===== config.mk =====
export PLATFORM = sky130hd
export DESIGN_NAME = fpu_arbiter
export DESIGN_NICKNAME = d
export VERILOG_FILES = /design/src/rtl/fpu_arbiter.sv
export SDC_FILE = /design/constraint.sdc
export NUM_CORES = 1
export LEC_CHECK = 0
export CAP_MARGIN = 20
export CORE_ASPECT_RATIO = 0.8
export CORE_MARGIN = 1.5
export CORE_UTILIZATION = 35
export DETAILED_ROUTE_END_ITERATION = 8
export PLACE_DENSITY = 0.82
export RECOVER_POWER = 50
export SYNTH_ARGS = -nofsm -noshare
export SYNTH_HDL_FRONTEND = slang
export SYNTH_SLANG_ARGS = --single-unit

===== constraint.sdc =====
create_clock -name i_clock -period 5.9 [get_ports i_clock]
set_clock_uncertainty 0.1 [all_clocks]
set_input_delay 0.885 -clock i_clock [delete_from_list [all_inputs] [get_ports i_clock]]
set_output_delay 0.885 -clock i_clock [all_outputs]
set_load 0.1 [all_outputs]

===== src/rtl/fpu_arbiter.sv =====
// Purpose: round-robin share of one fpu16 among NUM_REQ valid/ready requesters, one op in flight.
// Latency: ADD/SUB response ADD_LAT+2 cycles after accept; MUL one cycle after mulDone (or timeout).
// Backpressure: response held stable until i_rspReady; no new grant until the response is taken.
module fpu_arbiter #(
  parameter int NUM_REQ     = 4,
  parameter int ADD_LAT     = 1,
  parameter int MUL_TIMEOUT = 64
) (
  input  logic                         i_clock,
  input  logic                         i_reset_L,
  input  logic [NUM_REQ-1:0]           i_reqValid,
  output logic [NUM_REQ-1:0]           o_reqReady,
  input  logic [NUM_REQ*16-1:0]        i_reqIn1,
  input  logic [NUM_REQ*16-1:0]        i_reqIn2,
  input  logic [NUM_REQ*2-1:0]         i_reqOp,
  output logic                         o_rspValid,
  input  logic                         i_rspReady,
  output logic [$clog2(NUM_REQ)-1:0]   o_rspId,
  output logic [15:0]                  o_rspData,
  output logic [4:0]                   o_rspFlags,
  output logic                         o_rspErr,
  output logic [15:0]                  o_fpuIn1,
  output logic [15:0]                  o_fpuIn2,
  output logic [1:0]                   o_fpuOp,
  output logic                         o_fpuStart,
  input  logic                         i_fpuMulDone,
  input  logic [15:0]                  i_fpuResult,
  input  logic [4:0]                   i_fpuFlags
);

  localparam int ID_W    = $clog2(NUM_REQ);
  localparam int CNT_MAX = (ADD_LAT > MUL_TIMEOUT) ? ADD_LAT : MUL_TIMEOUT;
  localparam int CNT_W   = $clog2(CNT_MAX + 1);

  // fpuOp_t encoding shared with fpu16
  localparam logic [1:0] FPU_ADD = 2'd0;
  localparam logic [1:0] FPU_SUB = 2'd1;
  localparam logic [1:0] FPU_MUL = 2'd2;

  // Canonical quiet NaN with the invalid flag, used for error responses
  localparam logic [15:0] ERR_DATA  = 16'h7E00;
  localparam logic [4:0]  ERR_FLAGS = 5'b10000;

  typedef enum logic [2:0] {
    S_IDLE,
    S_ISSUE,
    S_WAIT_ADD,
    S_WAIT_MUL,
    S_RESP
  } state_t;

  state_t            r_state;
  logic [ID_W-1:0]   r_lastGrant;
  logic [ID_W-1:0]   r_curId;
  logic [CNT_W-1:0]  r_cnt;
  logic [15:0]       r_fpuIn1;
  logic [15:0]       r_fpuIn2;
  logic [1:0]        r_fpuOp;
  logic              r_fpuStart;
  logic              r_rspValid;
  logic [ID_W-1:0]   r_rspId;
  logic [15:0]       r_rspData;
  logic [4:0]        r_rspFlags;
  logic              r_rspErr;

  logic [ID_W-1:0]   w_grantIdx;
  logic              w_grantVld;
  logic [ID_W-1:0]   w_cand;
  logic [15:0]       w_selIn1;
  logic [15:0]       w_selIn2;
  logic [1:0]        w_selOp;

  // Round-robin search: first valid requester after the last one granted, wrapping
  always_comb begin
    w_grantIdx = '0;
    w_grantVld = 1'b0;
    w_cand     = '0;
    for (int k = 1; k <= NUM_REQ; k++) begin
      w_cand = ID_W'((int'(r_lastGrant) + k) % NUM_REQ);
      if (!w_grantVld && i_reqValid[w_cand]) begin
        w_grantVld = 1'b1;
        w_grantIdx = w_cand;
      end
    end
  end

  assign w_selIn1 = i_reqIn1[int'(w_grantIdx)*16 +: 16];
  assign w_selIn2 = i_reqIn2[int'(w_grantIdx)*16 +: 16];
  assign w_selOp  = i_reqOp[int'(w_grantIdx)*2 +: 2];

  // One-hot grant offered only while idle; forced low while reset is asserted
  always_comb begin
    o_reqReady = '0;
    if (i_reset_L && (r_state == S_IDLE) && w_grantVld) begin
      o_reqReady[w_grantIdx] = 1'b1;
    end
  end

  // Sequencer: accept, issue to the FPU, wait for the result, hold the response
  always_ff @(posedge i_clock or negedge i_reset_L) begin
    if (!i_reset_L) begin
      r_state     <= S_IDLE;
      r_lastGrant <= ID_W'(NUM_REQ - 1);
      r_curId     <= '0;
      r_cnt       <= '0;
      r_fpuIn1    <= '0;
      r_fpuIn2    <= '0;
      r_fpuOp     <= FPU_ADD;
      r_fpuStart  <= 1'b0;
      r_rspValid  <= 1'b0;
      r_rspId     <= '0;
      r_rspData   <= '0;
      r_rspFlags  <= '0;
      r_rspErr    <= 1'b0;
    end else begin
      case (r_state)
        S_IDLE: begin
          if (w_grantVld) begin
            r_fpuIn1    <= w_selIn1;
            r_fpuIn2    <= w_selIn2;
            r_fpuOp     <= w_selOp;
            r_curId     <= w_grantIdx;
            r_lastGrant <= w_grantIdx;
            // start is registered so it is high exactly during the ISSUE cycle
            r_fpuStart  <= (w_selOp == FPU_MUL);
            r_state     <= S_ISSUE;
          end
        end
        S_ISSUE: begin
          r_fpuStart <= 1'b0;
          case (r_fpuOp)
            FPU_MUL: begin
              r_cnt   <= '0;
              r_state <= S_WAIT_MUL;
            end
            FPU_ADD, FPU_SUB: begin
              r_cnt   <= CNT_W'(ADD_LAT);
              r_state <= S_WAIT_ADD;
            end
            default: begin
              r_rspData  <= ERR_DATA;
              r_rspFlags <= ERR_FLAGS;
              r_rspErr   <= 1'b1;
              r_rspId    <= r_curId;
              r_rspValid <= 1'b1;
              r_state    <= S_RESP;
            end
          endcase
        end
        S_WAIT_ADD: begin
          r_cnt <= r_cnt - 1'b1;
          if (r_cnt == CNT_W'(1)) begin
            r_rspData  <= i_fpuResult;
            r_rspFlags <= i_fpuFlags;
            r_rspErr   <= 1'b0;
            r_rspId    <= r_curId;
            r_rspValid <= 1'b1;
            r_state    <= S_RESP;
          end
        end
        S_WAIT_MUL: begin
          if (i_fpuMulDone) begin
            r_rspData  <= i_fpuResult;
            r_rspFlags <= i_fpuFlags;
            r_rspErr   <= 1'b0;
            r_rspId    <= r_curId;
            r_rspValid <= 1'b1;
            r_state    <= S_RESP;
          end else if (r_cnt == CNT_W'(MUL_TIMEOUT - 1)) begin
            // this cycle's increment would reach MUL_TIMEOUT: give up
            r_cnt      <= r_cnt + 1'b1;
            r_rspData  <= ERR_DATA;
            r_rspFlags <= ERR_FLAGS;
            r_rspErr   <= 1'b1;
            r_rspId    <= r_curId;
            r_rspValid <= 1'b1;
            r_state    <= S_RESP;
          end else begin
            r_cnt <= r_cnt + 1'b1;
          end
        end
        S_RESP: begin
          if (i_rspReady) begin
            r_rspValid <= 1'b0;
            r_state    <= S_IDLE;
          end
        end
        default: begin
          r_state <= S_IDLE;
        end
      endcase
    end
  end

  assign o_fpuIn1   = r_fpuIn1;
  assign o_fpuIn2   = r_fpuIn2;
  assign o_fpuOp    = r_fpuOp;
  assign o_fpuStart = r_fpuStart;
  assign o_rspValid = r_rspValid;
  assign o_rspId    = r_rspId;
  assign o_rspData  = r_rspData;
  assign o_rspFlags = r_rspFlags;
  assign o_rspErr   = r_rspErr;

endmodule


* Word-level counts from Yosys, hierarchy flattened
Cells that the tools add are included.
Word-level totals: bits in registers 74, logic and storage cells 121, output and inout bits 64, input bits 165
Operators by class: reduce and logical (&&, ||, !) cells 22, $add $sub $neg 6, multiplexer cells 55, equality and inequality tests 16, $lt $le $gt $ge 6, shifts and indexed selects 3
Operators with widths (count):
- $shiftx A64 B7 Y16 | 2
- $mux W16 | 4
- $pmux W16 S3 | 1
- $pmux W7 S3 | 1
- $mux W5 | 4
- $mux W1 | 17
- $mux W2 | 8
- $lt A2 B3 Y1 const B | 5
- $mux W3 | 5
- $pmux W3 S5 | 1
- $pmux W5 S3 | 1
- $pmux W7 S2 | 1
- $ne A2 B2 Y1 const B | 5
- $bmux W1 S2 | 4
- $reduce_and A4 Y1 | 2
- $shiftx A8 B4 Y2 | 1
- $add A7 B1 Y7 const B | 1
- $eq A7 B1 Y1 const B | 1
- $eq A7 B6 Y1 const B | 1
- $mux W7 | 1
- $sub A7 B1 Y7 const B | 1
- $eq A3 B2 Y1 const B | 2
- $logic_and A1 B1 Y1 | 6
- $ne A3 B3 Y1 const B | 2
- 25 further kinds | 31

* Depth between registers and ports, before layout
Gate-level depths: netlist of the first run.
word-level depth 18, mapped depth 9, mapped depth without buffers 8

* Least setup slack after synthesis of the first run
No wires, ideal clock.
kind input-to-output, start point input port i_reqValid[3], end point output port o_reqReady[0], cell stages on the path 5, buffers on the path 1, arrival time 2.616 ns, setup slack 2.299 ns, required time 4.915 ns, cells stage by stage nor2_1 > a22oi_1 > o21ai_1 > clkbuf_1 > and3_1
Between the ends: longest elaborated chain between the ends 17, elaborated cells on any way between the ends 29, classes of those cells order compare (2); mux (19); reduce/logical (8)
RTL lines:
- start, declared | line 11 | input logic [NUM_REQ-1:0] i_reqValid,
- $bmux W1 S2 | line 80 | if (!w_grantVld && i_reqValid[w_cand]) begin
- $mux W1 (not written as such) | line 80
- $mux W1 | line 80
- $logic_not A1 Y1 | line 80
- $logic_and A1 B1 Y1 | line 80
- $mux W1 | line 80
- $logic_not A1 Y1 | line 80
- $logic_and A1 B1 Y1 | line 80
- $mux W1 | line 80
- $logic_not A1 Y1 | line 80
- $logic_and A1 B1 Y1 | line 80
- $mux W2 | line 80
- $lt A2 B3 Y1 (not written as such) / $ge A2 B1 Y1 (equally long branches) | line 95 | o_reqReady[w_grantIdx] = 1'b1;
- $logic_and A1 B1 Y1 (not written as such) | line 95
- $mux W1 (not written as such) | line 95
- $demux W1 S2 | line 95
- $mux W4 (*) | line 94 | if (i_reset_L && (r_state == S_IDLE) && w_grantVld) begin
- end, declared | line 12 | output logic [NUM_REQ-1:0] o_reqReady,
Mark *: on every way between the ends. The rest lies on a longest branch, timed or not. The select of a mux whose other input is x is not followed.

* Worst setup path after layout of the first run
start point input port i_reset_L, end point output port o_reqReady[0]
Between the ends: longest elaborated chain between the ends 3
RTL lines:
- start, declared | line 10 | input logic i_reset_L,
- $logic_and A1 B1 Y1 (2 in series) | line 94
- $mux W4 | line 94
Every way passes these cells.

==> results_dict.tcl, run 1 <==
set metrics [dict create \
    status "complete, but fails checks" \
    violations "max-capacitance violations, max-slew violations" \
    dpl.hpwl_um 10400 \
    syn_to_final_growth_pct 66.02 \
    ys_types 50 \
    async_flop_share_pct 100.0 \
    synth_top_area_share_pct 44.20 \
    hold_start "o_fpuIn2[12]" \
    slew_headroom_pct -51.58 \
    worst_hold_slack_ps 385.5 \
    critPathSlowestCell "clkbuf_1" \
    critPathLaunchType "primary input" \
    cp_num_buf_inv 2 \
    n_fill_cell 957 \
    pwr-share-clk_pct 13.7 \
    ant_nets 0 \
    grtUsageTotal_pct 22.79 \
    crit_family "buffers and inverters" \
    worstPathMaxFanout 44 \
    cp-startpoint "i_reset_L" \
    rsz0062_at_grt "false" \
    multi_input_area_um2 1999 \
    dieHeight_um 99.53 \
    synth_top_area_cell "dfrtp_1" \
    clock_path_buffers 2 \
    drv_slew 81 \
    synth_area_um2 4076 \
    cts_buffers 9 \
    wl_met3_um 1087 \
    met2_wirelength_um 6901 \
    dr.pass1.iters 8 \
    arrival_ps 3240 \
    grt_pass1_vias 4281 \
    hold_class "reg2reg" \
    design.core.area_um2 11430 \
    cts_setup_buffers 0 \
    r2r-start "r_cnt[0]" \
    avgSynthCellArea_um2 9.683 \
    crit_chain "clkbuf_1 > and3_1 > buf_4" \
    top_layer_used "met4" \
    die_area_um2 12310 \
    synth_nets 589 \
    grt_overflow 0 \
    vias_per_cell 5.338 \
    avgRoutedWirePerCell_um 17.57 \
    setup_viol 0 \
    clkSinkCount 74 \
    mostFrequentLayoutCells "clkdlybuf4s50_1, dfrtp_1, nand2_1" \
    synthFlopType "dfrtp_1" \
    worstSkewPairLatency_ps 330 \
    p_int_mw 1.929 \
    worstMarginPinSlew_ps 2274 \
    seq_area_frac_synth_pct 45.49 \
    gp_congestion 0.8778 \
    p_leak_nw 2.711 \
    min_period_over_period_pct 71.68 \
    clkTransAtPathRegs_ps 60 \
    fp.dieW_um 123.7 \
    yosysWarnings 0 \
    antenna_cells 0 \
    ir_drop_uv 331.1 \
    setup_slack_ps 1671 \
    fin_crit_ps 4229 \
    power.total_mw 4.364 \
    hold_buffers 0 \
    hold_viol 0 \
    comb_power_share_pct 64.7 \
    seq_area_um2 1854 \
    critPathKind "in2out" \
    cts_tree "done" \
    ys_seq_elements 74 \
    port_buffers 228 \
    synthCells 421 \
    worstSetupEndpointType "output port" \
    initial_core_util_pct 35.67 \
    cp.required_ps 4910 \
    routed_wl_um 13840 \
    max_stage_delay_ps 1580 \
    pwr_density_cell_nw_per_um2 644.8 \
    drt_iter0_drc 335 \
    fmax_mhz 236.5 \
    p_seq_share_pct 21.6 \
    grt_pass1_wl_um 21600 \
    fin_nets 803 \
    place_ws_ps 1856 \
    max_cap_viol_count 2 \
    rows 35 \
    ctsResizeCount 0 \
    htree_levels 3 \
    drc 0 \
    antenna_found_initial 0 \
    pin_count 229 \
    drive_gt1_share_pct 9.531 \
    grt_max_degree 73 \
    vias 4206 \
    finalSetupTns_ps 0 \
    synth_area_leaders "dfrtp_1, a222oi_1, mux2_2, nand2_1, o21ai_0" \
    wl_met1_um 5545 \
    cts_root_buf "clkbuf_16" \
    mostFrequentLayoutCell "clkdlybuf4s50_1" \
    p_sw_share_pct 55.79 \
    synth_edf_count 0 \
    p_sw_mw 2.434 \
]
-- worst register-to-register path, cell delays in order (launching register included) --
cell and delay [ps]:
dfrtp_1 450, ha_1 230, nand4_1 150, o31a_1 290
o21ai_0 250, o311a_1 210, clkbuf_1 1040, mux2_2 440
-- cell type report --
| cell class | count | area share (%) |
|---|---|---|
| Clock buffer | 10 | 3.531 |
| Clock inverter | 6 | 1.294 |
| Inverter | 21 | 1.165 |
| Multi-Input combinational cell | 294 | 29.54 |
| Sequential cell | 74 | 27.40 |
| Tap cell | 148 | 2.736 |
| Timing Repair Buffer | 235 | 34.33 |
-- sequential cells by signal, summed over array words and instances (netlist names) --
name	cells
o_fpuIn1	16
o_rspFlags	5
o_rspErr	1
r_curId	2
o_fpuOp	2
o_fpuIn2	16
o_rspValid	1
o_fpuStart	1
r_cnt	7
o_rspData	16
r_lastGrant	2
r_state	3
o_rspId	2
-- kinds of logic after synthesis --
logic type / share of synthesized area, %
adder cells (fa/ha/maj): 0.9209
buffers and inverters: 5.862
AND/OR/NAND/NOR: 12.71
XOR/XNOR: 0.2149
multiplexers: 10.65
flip-flops: 45.49
AO/OA/AOI/OAI: 24.16
-- power groups by stage --
stage	Sequential (mW)	Combinational, mW	Clock, mW
after floorplan	2.12	0.924	0
after global placement	0.928	2.76	0
after detailed placement	0.944	2.81	0
after CTS	0.940	2.82	0.611
after global routing	0.972	2.97	0.635
final	0.942	2.82	0.598
-- cell usage after synthesis (2+ instances only) --
master,number
o22a_1,7
o21a_1,2
or3_1,2
nor3_1,5
o31ai_1,6
o21ai_1,30
ha_1,3
a222oi_1,32
buf_6,3
nand2_1,49
mux2i_1,4
dfrtp_1,72
mux2_1,7
inv_1,21
buf_2,8
clkbuf_1,18
mux2_2,28
a21oi_1,10
nand2b_1,8
dfstp_2,2
buf_4,2
o21ai_0,33
nand4_1,2
nor2_1,17
and3_1,6
nor2b_1,5
a21o_1,2
nand3_1,15
-- final timing paths --
kind,end,slack [ps],cells after the start
worst min-delay path,o_fpuIn2[12],390,2
min in group asynchronous,r_state[1],1130,1
worst min register to register,o_fpuIn2[12],390,2
max in group asynchronous,o_fpuIn2[14],1860,2
worst max-delay path,o_reqReady[0],1670,3
worst max register to register,o_rspId[1],2640,7
-- stage by stage --
step	utilization [%]	area, µm²	std cells
after global routing	59.21	6768	788
final	59.21	6768	788
after detailed placement	56.28	6432	771
after floorplan	-	4076	421
after global placement	56.28	6432	771
after CTS	59.14	6759	787
-- layer usage --
layer  GRT usage [%]  vias to the layer above
met4           8.134                        0
met3           5.562                       27
met5               0                        -
met1           26.85                     2000
li1                -                     1995
met2           40.16                      184
Note: power is estimated with default switching activity, not from simulation.
==> run 2, diff against run 1 <==
Clock period 5.9 ns to 4.1 ns, I/O delays scaled along.
==> results_dict.tcl, run 2 (synthesized netlist as in run 1, its figures left out) <==
set metrics [dict create \
    status "complete, but fails checks" \
    violations "max-capacitance violations, max-slew violations" \
    vias_per_cell 5.375 \
    avgRoutedWirePerCell_um 18.27 \
    max_cap_viol_count 1 \
    p_seq_share_pct 21.9 \
    initial_core_util_pct 35.67 \
    cts_root_buf "clkbuf_16" \
    pwr-share-clk_pct 12.1 \
    p_int_mw 2.641 \
    vias 4257 \
    drc 0 \
    grt_max_degree 71 \
    die_area_um2 12310 \
    dieHeight_um 99.53 \
    worstSetupEndpointType "output port" \
    max_stage_delay_ps 650 \
    arrival_ps 2600 \
    crit_chain "dlygate4sd3_1 > or3_1 > nor2_1 > nor4_1 > clkbuf_2 > and3_1 > buf_12" \
    rsz0062_at_grt "false" \
    placed_cell_area_um2 6518 \
    worstSkewPairLatency_ps 330 \
    htree_levels 3 \
    setup_viol 0 \
    gp_congestion 0.8591 \
    ant_nets 0 \
    fmax_mhz 301.3 \
    drive_gt1_share_pct 9.938 \
    worstPathMaxFanout 8 \
    dr.pass1.iters 8 \
    pwr_density_cell_nw_per_um2 908.2 \
    crit_family "buffers and inverters" \
    slew_headroom_pct -16.25 \
    cp.required_ps 3380 \
    antenna_cells 0 \
    p_leak_nw 2.740 \
    grtUsageTotal_pct 23.91 \
    fp.dieW_um 123.7 \
    cp_num_buf_inv 3 \
    clkSinkCount 74 \
    critPathKind "in2out" \
    mostFrequentLayoutCells "clkdlybuf4s50_1, dfrtp_1, nand2_1" \
    pin_count 229 \
    ctsResizeCount 0 \
    design.core.area_um2 11430 \
    clkTransAtPathRegs_ps 60 \
    cts_tree "done" \
    fin_crit_ps 3319 \
    min_period_over_period_pct 80.95 \
    antenna_found_initial 0 \
    grt_pass1_vias 4462 \
    cts_buffers 9 \
    worstMarginPinSlew_ps 1744 \
    critPathSlowestCell "dlygate4sd3_1" \
    port_buffers 228 \
    stdcell_area_um2 6803 \
    finalSetupTns_ps 0 \
    clock_path_buffers 2 \
    ir_drop_uv 484.7 \
    grt_overflow 0 \
    routed_wl_um 14470 \
    drt_iter0_drc 311 \
    drv_slew 71 \
    rows 35 \
    critPathLaunchType "primary input" \
    hold_class "reg2reg" \
    syn_to_final_growth_pct 66.88 \
    power.total_mw 6.178 \
    p_sw_mw 3.537 \
    comb_power_share_pct 66.0 \
    dpl.hpwl_um 10800 \
    fin_nets 807 \
    mostFrequentLayoutCell "clkdlybuf4s50_1" \
    hold_viol 0 \
    p_sw_share_pct 57.24 \
    grt_pass1_wl_um 22840 \
    worst_hold_slack_ps 378.8 \
]
==> run 2: area by class of cell <==
type,count,area [µm²]
clock inverter,5,37.54
clock buffer,11,242.7
timing repair buffer,239,2405
inverter,21,78.83
tap,148,185.2
multi-input combinational,294,1999
sequential,74,1854
fill,950,4627
==> run 2: worst paths after layout <==
path | from | end | slack [ps] | depth (start not counted)
max | i_reqValid[1] | o_reqReady[1] | 780 | 7
min | o_fpuIn2[7] | o_fpuIn2[7] | 380 | 2
max reg2reg | r_cnt[0] | o_rspData[15] | 890 | 8
min reg2reg | o_fpuIn2[7] | o_fpuIn2[7] | 380 | 2
max in group asynchronous | i_reset_L | o_fpuIn2[1] | 1090 | 3
min in group asynchronous | i_reset_L | o_rspId[0] | 720 | 2
==> run 2: timing repair <==
| item | in CTS | in global routing |
|---|---|---|
| setup buffers | 0 | 0 |
| endpoints found under the hold margin | 1 | 0 |
| hold buffers | 1 | 0 |
==> run 2: metal layers <==
metal	vias to the layer above	part of all wire [%]	track usage, %
met5	-	0	0
met4	0	1.5	6.720
met3	21	7.6	5.849
met2	171	49	40.84
met1	2063	42	30.01
li1	2002	-	-
==> run 2: worst reg2reg max path, stage by stage (launching register included) <==
cell      delay [ps]
dfrtp_1          460
ha_1             250
nand4_1          150
o31a_1           280
o21ai_0          250
o311a_1          280
clkbuf_1        1010
nand3_1          190
o21ai_0          140
==> run 2: power by group through the flow <==
stage          Clock (mW)  Sequential [mW]  Combinational [mW]
4_1_cts             0.768             1.35                4.11
3_3_place_gp            0             1.34                4.04
2_1_floorplan           0             3.06                1.33
5_1_grt             0.794             1.40                4.30
3_5_place_dp            0             1.36                4.11
6_report            0.749             1.35                4.08
==> run 2: per-stage QoR <==
stage	cells	setup slack, ps	utilization (%)
6_report	792	780.9	59.52
5_1_grt	792	470.9	59.52
4_1_cts	791	371.5	59.56
3_5_place_dp	774	397.2	57.02
3_3_place_gp	774	524.3	57.02
2_1_floorplan	421	1039	-
==> run 3, diff against run 2 <==
Clock period 4.1 ns to 3.3 ns, I/O delays scaled along.
==> results_dict.tcl, run 3 (synthesized netlist as in run 1, its figures left out) <==
set metrics [dict create \
    crit_family "simple AND/OR/NAND/NOR gates" \
    port_buffers 228 \
    antenna_found_initial 0 \
    grt_pass1_vias 4345 \
    multi_input_area_um2 2006 \
    fin_nets 809 \
    clkSinkCount 74 \
    syn_to_final_growth_pct 61.33 \
    max_cap_viol_count 0 \
    finalSetupTns_ps 0 \
    seq_area_um2 1854 \
    worst_hold_slack_ps 381.4 \
    rsz0062_at_grt "false" \
    gp_congestion 0.8737 \
    grt_overflow 0 \
    vias_per_cell 5.368 \
    r2r-start "r_cnt[0]" \
    slew_headroom_pct 16.98 \
    fmax_mhz 335.7 \
    antenna_cells 0 \
    critPathLaunchType "flop" \
    cts_setup_buffers 0 \
    vias 4262 \
    arrival_ps 2380 \
    rows 35 \
    ant_nets 0 \
    dieHeight_um 99.53 \
    mostFrequentLayoutCells "clkdlybuf4s50_1, dfrtp_1, nand2_1" \
    min_period_over_period_pct 90.26 \
    power.total_mw 7.483 \
    drt_iter0_drc 419 \
    cts_root_buf "clkbuf_16" \
    design.core.area_um2 11430 \
    max_stage_delay_ps 680 \
    p_leak_nw 2.617 \
    fin_crit_ps 2979 \
    grt_max_degree 66 \
    cp_num_buf_inv 2 \
    pwr_density_cell_nw_per_um2 1138 \
    cts_buffers 9 \
    grt_pass1_wl_um 22090 \
    worstSkewPairLatency_ps 330 \
    fp.dieW_um 123.7 \
    cp-startpoint "r_lastGrant[0]" \
    die_area_um2 12310 \
    avgRoutedWirePerCell_um 17.83 \
    grtUsageTotal_pct 23.21 \
    setup_slack_ps 321.3 \
    drv_slew 0 \
    mostFrequentLayoutCell "clkdlybuf4s50_1" \
    setup_viol 0 \
    ir_drop_uv 637.8 \
    status "complete, no violations" \
    initial_core_util_pct 35.67 \
    hold_class "reg2reg" \
    hold_start "o_fpuIn2[8]" \
    htree_levels 3 \
    clkTransAtPathRegs_ps 60 \
    critPathKind "reg2out" \
    worstPathMaxFanout 11 \
    n_fill_cell 984 \
    dr.pass1.iters 8 \
    place_ws_ps 67.99 \
    crit_top_cell "and3_1" \
    routed_wl_um 14160 \
    drive_gt1_share_pct 10.53 \
    critPathSlowestCell "dfstp_2" \
    cp.required_ps 2700 \
    crit_chain "nand2b_1 > inv_1 > o21ai_0 > and3_1 > and3_1 > buf_12" \
    clock_path_buffers 2 \
    dpl.hpwl_um 10760 \
    worstSetupEndpointType "output port" \
    worstMarginPinSlew_ps 1251 \
    cts_tree "done" \
    hold_viol 0 \
    pin_count 229 \
    drc 0 \
]
## run 3: changes by cell type in the layout (fill, tap and decap cells not counted)
cell / previous run / this run
buf_4: 6 / 11
nor4_1: 1 / 0
nor4_2: 0 / 1
clkdlybuf4s50_1: 205 / 182
dlygate4sd3_1: 19 / 1
clkinv_4: 0 / 1
clkbuf_2: 2 / 0
inv_6: 2 / 1
clkbuf_1: 3 / 43
## run 3: worst register-to-register path, delay by kind of cell (launching register included)
kind | cells | cell delay, ps
AND/OR/NAND/NOR | 2 | 270
flip-flops | 1 | 460
buffers and inverters | 1 | 330
AO/OA/AOI/OAI | 4 | 980
adder cells (fa/ha/maj) | 1 | 250
## run 3: where the power goes
| part | switching (mW) | internal [mW] | total [mW] |
|---|---|---|---|
| Combinational | 3.64 | 1.23 | 4.88 |
| Clock | 0.392 | 0.532 | 0.924 |
| Sequential | 0.360 | 1.32 | 1.68 |
| Total | 4.39 | 3.09 | 7.48 |
## run 3: cell type report
cell class / count / area share (%)
clock buffers: 11 / 3.691
flip-flops and latches: 74 / 28.20
clock inverters: 5 / 0.5708
repair buffers: 241 / 33.03
well taps: 148 / 2.816
multi-input cells: 294 / 30.50
inverters: 21 / 1.199
## run 3: per-layer routing
layer	routed length (µm)	GRT usage (%)	part of all wire, %
met2	7073	39.82	50
met4	111	5.836	0.78
met5	0	0	0
met3	1167	6.250	8.2
met1	5803	28.90	41
## run 3: per-stage QoR
step | instances | area, µm² | utilization [%]
after floorplan | 421 | 4076 | -
after global placement | 777 | 6437 | 56.32
after detailed placement | 777 | 6437 | 56.32
after CTS | 794 | 6728 | 58.86
after global routing | 794 | 6576 | 57.54
final | 794 | 6576 | 57.54
## run 3: repair_timing
item / CTS / global route
endpoints found under the setup margin: 0 / 4
resized for setup: 0 / 1
hold endpoints to repair: 9 / 0
hold buffers: 1 / 0
## run 3: path summary, 6_finish.rpt
check | to | slack [ps] | cells past startpoint
setup / recovery | o_reqReady[2] | 320 | 6
hold / removal | o_fpuIn2[8] | 380 | 2
setup reg to reg | o_rspData[1] | 830 | 8
hold reg to reg | o_fpuIn2[8] | 380 | 2
max in group asynchronous | r_cnt[4] | 1120 | 3
min in group asynchronous | o_fpuIn1[9] | 670 | 2
